**src/rtl/ahb_rr_arbiter_mux.sv**
```systemverilog
// rtl/ahb_rr_arbiter_mux.sv - AHB multi-master arbiter with address/data mux and default slave
//
// Purpose: grants one of NUM_MASTERS bus masters (burst- and lock-aware), routes the
// address-phase owner's controls and the data-phase owner's write data to the slave bank,
// decodes the slave select, and returns the data-phase slave's ready/response/read data.
// Unmapped NONSEQ/SEQ transfers get a two-cycle ERROR from a built-in default slave.
//
// Build option: define AHB_ARB_ROUND_ROBIN_EN for round-robin arbitration; otherwise the
// lowest requesting master index wins.
//
// Ports:
//   hclk, hreset                  clock, asynchronous active-low reset
//   m_busreq, m_hlock             per-master request / locked-transfer request
//   m_haddr .. m_hwdata           packed per-master bus signals (master i at slice i)
//   hgrant                        one-hot registered grant
//   m_hready, m_hresp, m_hrdata   response returned to all masters
//   s_hsel                        one-hot slave select (all zero when unmapped)
//   s_haddr .. s_hburst           address-phase owner controls
//   s_hwdata                      data-phase owner write data
//   s_hmaster, s_hmastlock        address-phase owner index / lock
//   s_hready_out                  copy of m_hready for the slaves
//   s_hready, s_hresp, s_hrdata   packed per-slave responses
module ahb_rr_arbiter_mux #(
  parameter int NUM_MASTERS    = 4,
  parameter int NUM_SLAVES     = 4,
  parameter int DATA_W         = 32,
  parameter int ADDR_W         = 32,
  parameter int DEFAULT_MASTER = NUM_MASTERS - 1,
  parameter logic [NUM_SLAVES-1:0][ADDR_W-1:0] SLAVE_LO =
    {32'h3000_0000, 32'h2000_0000, 32'h1000_0000, 32'h0000_0000},
  parameter logic [NUM_SLAVES-1:0][ADDR_W-1:0] SLAVE_HI =
    {32'h3FFF_FFFF, 32'h2FFF_FFFF, 32'h1FFF_FFFF, 32'h0FFF_FFFF},
  localparam int MW = $clog2(NUM_MASTERS),
  localparam int SW = $clog2(NUM_SLAVES + 1)
) (
  input  logic                          hclk,
  input  logic                          hreset,
  input  logic [NUM_MASTERS-1:0]        m_busreq,
  input  logic [NUM_MASTERS-1:0]        m_hlock,
  input  logic [NUM_MASTERS*ADDR_W-1:0] m_haddr,
  input  logic [2*NUM_MASTERS-1:0]      m_htrans,
  input  logic [NUM_MASTERS-1:0]        m_hwrite,
  input  logic [3*NUM_MASTERS-1:0]      m_hsize,
  input  logic [3*NUM_MASTERS-1:0]      m_hburst,
  input  logic [NUM_MASTERS*DATA_W-1:0] m_hwdata,
  output logic [NUM_MASTERS-1:0]        hgrant,
  output logic                          m_hready,
  output logic [1:0]                    m_hresp,
  output logic [DATA_W-1:0]             m_hrdata,
  output logic [NUM_SLAVES-1:0]         s_hsel,
  output logic [ADDR_W-1:0]             s_haddr,
  output logic [1:0]                    s_htrans,
  output logic                          s_hwrite,
  output logic [2:0]                    s_hsize,
  output logic [2:0]                    s_hburst,
  output logic [DATA_W-1:0]             s_hwdata,
  output logic [MW-1:0]                 s_hmaster,
  output logic                          s_hmastlock,
  output logic                          s_hready_out,
  input  logic [NUM_SLAVES-1:0]         s_hready,
  input  logic [2*NUM_SLAVES-1:0]       s_hresp,
  input  logic [NUM_SLAVES*DATA_W-1:0]  s_hrdata
);

  localparam logic [MW-1:0] DEF_M = MW'(DEFAULT_MASTER);
  localparam logic [SW-1:0] DEF_S = SW'(NUM_SLAVES);
  localparam logic [1:0] HT_IDLE = 2'b00, HT_BUSY = 2'b01, HT_NONSEQ = 2'b10, HT_SEQ = 2'b11;
  localparam logic [1:0] DS_IDLE = 2'd0, DS_ERR1 = 2'd1, DS_ERR2 = 2'd2;

  logic [MW-1:0]     arb_q, arb_d, addr_q, data_q, win;
  logic [SW-1:0]     dslv_q, dec_slv;
  logic [1:0]        ds_q, ds_d;
  logic [ADDR_W-1:0] hold_addr_q, a_haddr, dec_addr;
  logic              hrdy_q, a_busreq, found, hold;

  // Address-phase owner and data-phase owner muxes.
  always_comb begin
    a_haddr     = '0;
    s_htrans    = HT_IDLE;
    s_hwrite    = 1'b0;
    s_hsize     = '0;
    s_hburst    = '0;
    s_hmastlock = 1'b0;
    a_busreq    = 1'b0;
    s_hwdata    = '0;
    for (int i = 0; i < NUM_MASTERS; i++) begin
      if (addr_q == MW'(i)) begin
        a_haddr     = m_haddr[i*ADDR_W +: ADDR_W];
        s_htrans    = m_htrans[i*2 +: 2];
        s_hwrite    = m_hwrite[i];
        s_hsize     = m_hsize[i*3 +: 3];
        s_hburst    = m_hburst[i*3 +: 3];
        s_hmastlock = m_hlock[i];
        a_busreq    = m_busreq[i];
      end
      if (data_q == MW'(i)) s_hwdata = m_hwdata[i*DATA_W +: DATA_W];
    end
  end

  // From the second wait cycle on, decode from the address captured in the first one.
  assign dec_addr  = hrdy_q ? a_haddr : hold_addr_q;
  assign s_haddr   = dec_addr;
  assign s_hmaster = addr_q;

  // Lowest matching slave index wins; no match selects the default slave.
  always_comb begin
    dec_slv = DEF_S;
    for (int i = NUM_SLAVES - 1; i >= 0; i--) begin
      if (dec_addr >= SLAVE_LO[i] && dec_addr <= SLAVE_HI[i]) dec_slv = SW'(i);
    end
    for (int i = 0; i < NUM_SLAVES; i++) s_hsel[i] = (dec_slv == SW'(i));
  end

  // Response mux from the data-phase slave.
  always_comb begin
    m_hready = (ds_q != DS_ERR1);
    m_hresp  = (ds_q == DS_IDLE) ? 2'b00 : 2'b01;
    m_hrdata = '0;
    for (int i = 0; i < NUM_SLAVES; i++) begin
      if (dslv_q == SW'(i)) begin
        m_hready = s_hready[i];
        m_hresp  = s_hresp[i*2 +: 2];
        m_hrdata = s_hrdata[i*DATA_W +: DATA_W];
      end
    end
  end
  assign s_hready_out = m_hready;

  // Default slave: ERR1 (wait, ERROR) then ERR2 (ready, ERROR) for every accepted unmapped
  // NONSEQ/SEQ; ERR2 may chain straight into another error.
  always_comb begin
    ds_d = DS_IDLE;
    if (ds_q == DS_ERR1) ds_d = DS_ERR2;
    else if (m_hready && dec_slv == DEF_S && s_htrans[1]) ds_d = DS_ERR1;
  end

  // Grant is frozen for a locked owner, for a burst in progress (including the NONSEQ that
  // opens a multi-beat burst, so the next beat stays with the same master) and during waits.
  assign hold = (m_busreq[arb_q] & m_hlock[arb_q])
              | (s_htrans == HT_SEQ) | (s_htrans == HT_BUSY)
              | ((s_htrans == HT_NONSEQ) && (s_hburst != 3'b000) && a_busreq)
              | !m_hready;

`ifdef AHB_ARB_ROUND_ROBIN_EN
  logic [MW-1:0] rr_q, rr_d;

  always_comb begin
    win   = DEF_M;
    found = 1'b0;
    for (int k = 0; k < NUM_MASTERS; k++) begin
      logic [MW-1:0] cand;
      cand = MW'((int'(rr_q) + k) % NUM_MASTERS);
      if (!found && m_busreq[cand]) begin
        win   = cand;
        found = 1'b1;
      end
    end
    rr_d = rr_q;
    if (!hold && found) rr_d = (int'(win) == NUM_MASTERS - 1) ? '0 : MW'(int'(win) + 1);
  end

  always_ff @(posedge hclk or negedge hreset) begin
    if (!hreset) rr_q <= '0;
    else         rr_q <= rr_d;
  end
`else
  always_comb begin
    win   = DEF_M;
    found = 1'b0;
    for (int k = NUM_MASTERS - 1; k >= 0; k--) begin
      if (m_busreq[k]) begin
        win   = MW'(k);
        found = 1'b1;
      end
    end
  end
`endif

  assign arb_d = hold ? arb_q : (found ? win : DEF_M);

  always_comb begin
    for (int i = 0; i < NUM_MASTERS; i++) hgrant[i] = (arb_q == MW'(i));
  end

  always_ff @(posedge hclk or negedge hreset) begin
    if (!hreset) begin
      arb_q       <= DEF_M;
      addr_q      <= DEF_M;
      data_q      <= DEF_M;
      dslv_q      <= DEF_S;
      ds_q        <= DS_IDLE;
      hold_addr_q <= '0;
      hrdy_q      <= 1'b1;
    end else begin
      arb_q       <= arb_d;
      ds_q        <= ds_d;
      hold_addr_q <= dec_addr;
      hrdy_q      <= m_hready;
      if (m_hready) begin
        addr_q <= arb_q;
        data_q <= addr_q;
        dslv_q <= dec_slv;
      end
    end
  end

endmodule
```
**config.mk**
```make
export PLATFORM = sky130hd
export DESIGN_NAME = ahb_rr_arbiter_mux
export DESIGN_NICKNAME = d
export VERILOG_FILES = /design/src/rtl/ahb_rr_arbiter_mux.sv
export SDC_FILE = /design/constraint.sdc
export NUM_CORES = 1
export LEC_CHECK = 0
export CORE_AREA = 2 2 219 221
export DETAILED_ROUTE_END_ITERATION = 12
export DIE_AREA = 0 0 221 223
export GPL_TIMING_DRIVEN = 0
export HOLD_SLACK_MARGIN = 0.05
export PLACE_DENSITY = 0.44
export SLEW_MARGIN = 20
export SYNTH_ARGS = -nofsm -noshare
export SYNTH_HDL_FRONTEND = slang
export SYNTH_SLANG_ARGS = --single-unit
```
**constraint.sdc**
```tcl
create_clock -name hclk -period 6.7 [get_ports hclk]
set_input_delay 1.34 -clock hclk [delete_from_list [all_inputs] [get_ports hclk]]
set_output_delay 1.34 -clock hclk [all_outputs]
set_load 0.01 [all_outputs]
```
Yosys cells after proc, flatten, opt, wreduce, memory -nomap -nowiden
Cells that the tools add are included.

Output and inout port bits: 120. Logic and storage cells: 122. Register bits after elaboration: 44. Input bits: 442.

Reduce and logical (&&, ||, !) cells: 16. Mux-type cells: 64. Bitwise operators: 5. $lt $le $gt $ge: 9. Eq/ne operators: 21.

Operators by type and width (number): 32-bit 2-to-1 mux (13); 32-bit by 30-bit greater-or-equal comparator with 1-bit output (second input constant) (2); 32-bit by 30-bit less-or-equal comparator with 1-bit output (second input constant) (2); 3-bit 2-to-1 mux (12); 32-bit by 1-bit greater-or-equal comparator with 1-bit output (second input constant) (1); 32-bit by 29-bit greater-or-equal comparator with 1-bit output (second input constant) (1); 32-bit by 28-bit less-or-equal comparator with 1-bit output (second input constant) (1); 32-bit by 29-bit less-or-equal comparator with 1-bit output (second input constant) (1); 1-bit 2-to-1 mux (25); 2-bit 2-to-1 mux (12); 2-bit equality test (second input constant) (8); 3-bit by 2-bit equality test with 1-bit output (second input constant) (4); 2-bit by 1-bit equality test with 1-bit output (second input constant) (5); 1-bit logical AND (8); 2-bit logical NOT (4); 3-bit by 1-bit equality test with 1-bit output (second input constant) (2); 3-bit logical NOT (2); 1-bit binary-select mux with 2-bit select (2); 1-bit OR (4); 3-bit equality test (second input constant) (1); 2-bit by 3-bit less-than comparator with 1-bit output (second input constant) (1); 3-bit nonzero test (1); 2-bit by 1-bit inequality test with 1-bit output (second input constant) (1); 1-bit bitwise AND (1); 1-bit logical NOT (1).

Depth between registers and ports, before layout
Gate-level depths: netlist of run 1.

Word-level depth: 17. Depth in mapped cells: 7. Depth with buffers taken out: 5.

Worst setup path before layout of run 1
OpenSTA, ideal clock, no wires.

Path type: input to output. Start: input s_hready[2]. End: output s_hready_out. Path slack: 2587 ps. Required time: 5360 ps. Arrival time: 2773 ps. Buffers on the path: 2. Stages: 5. Cell sequence: mux2_2 o311ai_1 clkbuf_1 inv_1 buf_4.

Cells in the longest elaborated chain, start to end: 2.

RTL lines: start, declared (RTL line 60) `input logic [NUM_SLAVES-1:0] s_hready,`; 1-bit 2-to-1 mux (2 in series) (RTL line 120) `if (dslv_q == SW'(i)) begin`; end, declared (RTL line 59) `output logic s_hready_out,`.

Every way passes these cells.

Worst setup path after layout of run 1
Start: register addr_q[1] (netlist: s_hmaster[1]). End: output s_haddr[1].

Cells in the longest elaborated chain, start to end: 6. Elaborated cells between the ends (all ways): 9. Classes of those cells: eq/ne (3); mux (5); reduce/logical (1).

RTL lines: start, declared (RTL line 70) `logic [MW-1:0] arb_q, arb_d, addr_q, data_q, win;`; start signal, assigned (RTL line 200) `addr_q <= arb_q;`; 2-bit logical NOT (RTL line 87) `if (addr_q == MW'(i)) begin`; 32-bit 2-to-1 mux (3 in series) (RTL line 87); 32-bit 2-to-1 mux * (RTL line 87); 32-bit 2-to-1 mux * (RTL line 101) `assign dec_addr = hrdy_q ? a_haddr : hold_addr_q;`; end, declared (RTL line 51) `output logic [ADDR_W-1:0] s_haddr,`.

Every way passes the cells marked *; elsewhere a longest branch is shown, timed or not.

==> metrics.csv, run 1 <==
stage,metric,value,unit
run_status,status,finished clean,
clock_tree,cts.path.max_buffers,2,
global_route,overflow,0,
drt,wire_per_inst,21.1,microns
timing,drv_slew,0,
place,post-place-ws,1260,ps
timing,relSlewSlack,0.284,
floorplanning,die_area,49300,sq um
place,port_buffers,561,
critical_path,worst_path_max_delay_cell,clkbuf_1,
worst_hold_path,hp-class,reg -> reg,
global_route,grt_util_all_layers,0.125,
global_route,grt_pass1_vias,6204,
drt,vias,5432,
timing,finalWorstSetupSlack,1100,ps
timing,layout_min_cycle_time,5600,ps
power,switchingPower,1.40,mW
logic_synthesis,synth_edf_count,0,
floorplanning,core_area,47100,sq um
clock_tree,clk_pin_slew,70,ps
drt,drtIter0Drc,179,
critical_path,worst_setup_path_end_kind,primary output,
clock_tree,clock_latency,310,ps
logic_synthesis,avgSynthCellArea,15.1,sq um
critical_path,cp_cell_sequence,clkbuf_1 -> clkbuf_1 -> clkbuf_1 -> mux4_2 -> mux2_2 -> clkdlybuf4s50_1,
floorplanning,rows,80,
power,p_leak,3.80,nW
flow_run,drv_cap,0,
logic_synthesis,netlist_instances,306,
clock_tree,cts.sinks,44,
floorplanning,start_util,0.0982,
final_layout,syn2layout_area_growth,142,%
drt,finalWirelength,31400,microns
final_layout,drive_gt1_frac,0.196,
power,comb_power_share,0.798,
final_layout,nets,1317,
clock_tree,postCtsSetupBuffers,0,
power,clockPowerShare,0.074,
critical_path,path_class,reg -> out,
drt,ant_nets,0,
drt,first_pass_iters,4,
place,hpwl,27800,microns
floorplanning,die_h,223,microns
place,placed_cell_area,11000,sq um
power,swShare,0.387,
logic_synthesis,synthFlopType,dfrtp_1,
critical_path,cp_slowest_stage_delay,800,ps
logic_synthesis,yosysUniqueCellTypes,31,
clock_tree,cts_max_level,2,
logic_synthesis,syn_nets,748,
critical_path,start_kind,flip-flop,
final_layout,nFillCells,5023,
critical_path,critPathRequiredTime,5360,ps
power,p_seq_frac,0.128,
power,power_density,323,nW/um^2
timing,period_share,0.836,
timing,final_hold_viol_count,0,
final_layout,finish.utilization,0.237,
logic_synthesis,async_flop_share,1.00,
global_route,grt_max_degree,45,
power,vdd.ir_drop.worst,0.000112,V
logic_synthesis,yosysSeqAreaShare,0.240,
logic_synthesis,syn_area,4630,sq um
timing,finalClockSkew,6.20,ps
logic_synthesis,yosys_warnings,0,
clock_tree,clk_root_buffer_cell,clkbuf_16,
clock_tree,cts_tree,yes,
place,place.gp.congestion,0.866,
floorplanning,ios,562,
critical_path,crit_fanout,10,
timing,setup_viol_count_final,0,
clock_tree,cts_buffers,5,
final_layout,regArea,1110,sq um
global_route,grt_pass1_wl,44400,microns
timing,tns,0,ps
timing,clock.fmax,0.179,GHz
power,intPower,2.21,mW
timing,rsz0062_at_grt,false,
final_layout,multi_input_area,3350,sq um
critical_path,path_common_cell,clkbuf_1,
critical_path,arrival,4260,ps
final_layout,stdcell_area,11200,sq um
floorplanning,fp.dieW,221,microns
power,power,3.61,mW
global_route,antenna_found_initial,5,
logic_synthesis,yosys_register_bits,44,
timing,worst_pin_slew,1070,ps
clock_tree,cts_resized,0,
clock_tree,ctsHoldBuffers,0,
drt,route.detailed.drc,0,
drt,vias_per_cell,3.64,
-- Yosys cell counts, drive strengths merged, types with 2 or more instances --
library cell	n	area [sq um]
mux2	38	428
mux2i	2	20.0
buf	12	65.1
o21ai	4	20.0
a21oi	2	10.0
dfstp	8	210
mux4	109	2460
nor2	10	37.5
dfrtp	36	901
clkbuf	25	93.8
nand2	7	26.3
nor2b	36	225
inv	4	15.0
-- worst paths after layout --
kind,start,to,slack (ps),cells after the start
worst min-delay path,ds_q[1],ds_q[1],450,1
max in group asynchronous,hreset,ds_q[0],5200,1
worst max register to register,s_hmaster[1],hold_addr_q[0],3150,5
min in group asynchronous,hreset,hold_addr_q[8],1060,1
worst max-delay path,s_hmaster[1],s_haddr[1],1100,6
worst min register to register,ds_q[1],ds_q[1],450,1
-- critical path: cells and delay by family, from the launching register on --
| family | cells | cell delay [ps] |
|---|---|---|
| buffers and inverters | 4 | 2680 |
| flip-flops | 1 | 560 |
| multiplexers | 2 | 700 |
-- layout make-up --
cell class	count	area share
repair buffers	562	0.503
multi-input cells	221	0.300
flip-flops and latches	44	0.0994
well taps	615	0.0688
plain buffers	37	0.0142
clock buffers	5	0.0112
clock inverters	3	0.00235
inverters	4	0.00134
diodes	1	0.000224
-- power by group through the flow --
stage                     registers, mW  clock network (mW)  logic, mW
after floorplan                   0.451                   0       1.49
after global placement            0.467                   0       2.96
after detailed placement          0.468                   0       2.96
after CTS                         0.466               0.283       2.97
after global routing              0.479               0.291       3.10
final                             0.464               0.268       2.88
-- routing by layer --
| metal | track usage | wire (microns) | vias up |
|---|---|---|---|
| met4 | 0.0314 | 573 | 4 |
| met3 | 0.0399 | 2740 | 21 |
| li1 | - | - | 2417 |
| met5 | 0 | 19 | - |
| met2 | 0.219 | 15700 | 337 |
| met1 | 0.146 | 12400 | 2653 |
-- flip-flops by register name (all words and copies together) (netlist names) --
signal,count
ds_q,2
s_hmaster,2
dslv_q,3
arb_q,2
hold_addr_q,32
data_q,2
hrdy_q,1
-- metrics by stage --
step / instances / hold slack (ps)
floorplan: 306 / 423
global placement: 1482 / 448
detailed placement: 1483 / 439
CTS: 1491 / 449
global route: 1492 / 468
finish: 1492 / 450
-- cells in the final DEF (no fill, tap or decap), drive strengths merged, types with 6 or more instances in the layout --
cell,instances
clkdlybuf4s50,560
mux4,109
mux2,38
nor2b,36
dfrtp,36
clkbuf,30
buf,14
nor2,10
dfstp,8
nand2,7
inv,6
-- cell families (layout without fill, tap and decap cells) --
logic type | after synthesis | after routing | synth area share
simple gates | 60 | 60 | 0.0719
compound gates | 12 | 12 | 0.0219
buf+inv | 41 | 611 | 0.0376
mux | 149 | 149 | 0.629
flops | 44 | 44 | 0.240
other cells | 0 | 1 | 0
(Power assumes the default switching activity.)
==> inputs of run 2 (changes only) <==
Settings changed: CORE_AREA 2 2 219 221 to 2 2 220 222, DIE_AREA 0 0 221 223 to 0 0 222 224.
Clock period 6.7 ns to 5.6 ns, I/O delays scaled along.
==> metrics.csv, run 2 (same netlist as run 1, synthesis figures left out) <==
stage,metric,value,unit
run_status,status,finished clean,
floorplanning,rows,80,
timing,setup_viol_count_final,0,
clock_tree,clk_root_buffer_cell,clkbuf_16,
critical_path,critPathRequiredTime,4480,ps
clock_tree,postCtsSetupBuffers,0,
drt,vias,5462,
drt,drtIter0Drc,159,
floorplanning,core_area,47300,sq um
floorplanning,die_area,49700,sq um
critical_path,cp_cell_sequence,clkbuf_1 -> clkbuf_1 -> mux4_2 -> mux2_2 -> clkdlybuf4s50_1,
clock_tree,cts.path.max_buffers,2,
final_layout,nFillCells,5068,
final_layout,largest_register,hold_addr_q,
critical_path,path_class,reg -> out,
timing,relSlewSlack,0.402,
timing,period_share,0.864,
final_layout,largestRegisters,"hold_addr_q: 32 flops, dslv_q: 3 flops",
flow_run,drv_cap,0,
timing,final_hold_viol_count,0,
clock_tree,ctsHoldBuffers,0,
place,place.gp.congestion,0.866,
place,hpwl,27100,microns
timing,layout_min_cycle_time,4840,ps
drt,ant_nets,0,
final_layout,syn2layout_area_growth,141,%
drt,first_pass_iters,4,
floorplanning,ios,562,
timing,drv_slew,0,
final_layout,drive_gt1_frac,0.195,
final_layout,final_cell_mix,"clkdlybuf4s50_1, mux4_2, mux2_2, nor2b_1, dfrtp_1",
critical_path,arrival,3720,ps
timing,tns,0,ps
timing,worst_pin_slew,897,ps
drt,finalWirelength,31100,microns
global_route,grt_max_degree,45,
timing,finalClockSkew,16.1,ps
critical_path,start_kind,flip-flop,
clock_tree,cts.sinks,44,
floorplanning,fp.dieW,222,microns
critical_path,worst_setup_path_end_kind,primary output,
final_layout,largest_reg_flops,32,
global_route,grt_util_all_layers,0.123,
drt,route.detailed.drc,0,
critical_path,cp_slowest_stage_delay,830,ps
final_layout,nets,1316,
timing,rsz0062_at_grt,false,
global_route,antenna_found_initial,4,
drt,wire_per_inst,20.9,microns
global_route,grt_pass1_wl,44000,microns
worst_hold_path,hp-class,reg -> reg,
drt,vias_per_cell,3.66,
clock_tree,cts_buffers,5,
global_route,grt_pass1_vias,6119,
timing,clock.fmax,0.207,GHz
critical_path,crit_fanout,10,
clock_tree,clock_latency,310,ps
final_layout,multi_input_area,3350,sq um
place,dp_cells,1483,
floorplanning,start_util,0.0978,
final_layout,final_common_cell,clkdlybuf4s50_1,
critical_path,worst_path_max_delay_cell,dfstp_2,
power,power_density,386,nW/um^2
clock_tree,clk_pin_slew,60,ps
final_layout,stdcell_count,1491,
clock_tree,cts_resized,0,
floorplanning,die_h,224,microns
critical_path,path_common_cell,clkbuf_1,
critical_path,critPathBufInv,3,
global_route,overflow,0,
timing,holdWs,462,ps
power,p_leak,3.80,nW
final_layout,finish.utilization,0.236,
place,port_buffers,561,
critical_path,cp_top_family,buffers and inverters,
final_layout,regArea,1110,sq um
clock_tree,cts_max_level,2,
clock_tree,cts_tree,yes,
power,vdd.ir_drop.worst,0.000150,V
[run 2: final cells by class]
class,count,area share
clock inverters,2,0.00146
clock buffers,6,0.0115
multi-input cells,221,0.300
inverters,4,0.00134
plain buffers,36,0.0139
repair buffers,562,0.503
flip-flops and latches,44,0.0995
diodes,1,0.000224
well taps,615,0.0689
[run 2: path summary, 6_finish.rpt]
check	startpoint	end	slack, ps	depth (start not counted)
min	ds_q[1]	ds_q[1]	460	1
min reg2reg	ds_q[1]	ds_q[1]	460	1
min in group asynchronous	hreset	hold_addr_q[6]	820	1
max in group asynchronous	hreset	dslv_q[0]	4330	1
max reg2reg	s_hmaster[1]	hold_addr_q[2]	2580	4
max	s_hmaster[1]	s_haddr[1]	760	5
[run 2: through the flow]
stage | worst slack (ps) | total power, mW | cell area, sq um
4_1_cts | 517 | 4.44 | 11200
3_3_place_gp | 12.0 | 4.09 | 11000
2_1_floorplan | 1930 | 2.32 | 4630
6_report | 762 | 4.32 | 11200
3_5_place_dp | 284 | 4.09 | 11000
5_1_grt | 491 | 4.62 | 11200
[run 2: worst register-to-register path, stage by stage, from the launching register on]
cell,delay [ps]
dfstp_2,830
clkbuf_1,680
clkbuf_1,700
mux4_2,410
mux2_2,290
[run 2: power by group]
group | switching, mW | internal (mW) | leakage [nW]
Sequential | 0.0754 | 0.497 | 0.510
Combinational | 1.45 | 1.98 | 3.22
Clock | 0.147 | 0.167 | 0.0671
Total | 1.67 | 2.65 | 3.80
[run 2: metal layers]
metal  share of wire  track usage  vias up
met5         0.00074            0        -
met4           0.010       0.0222        4
met3           0.081       0.0373       16
met2            0.49        0.214      338
met1            0.41        0.150     2685
li1                -            -     2419
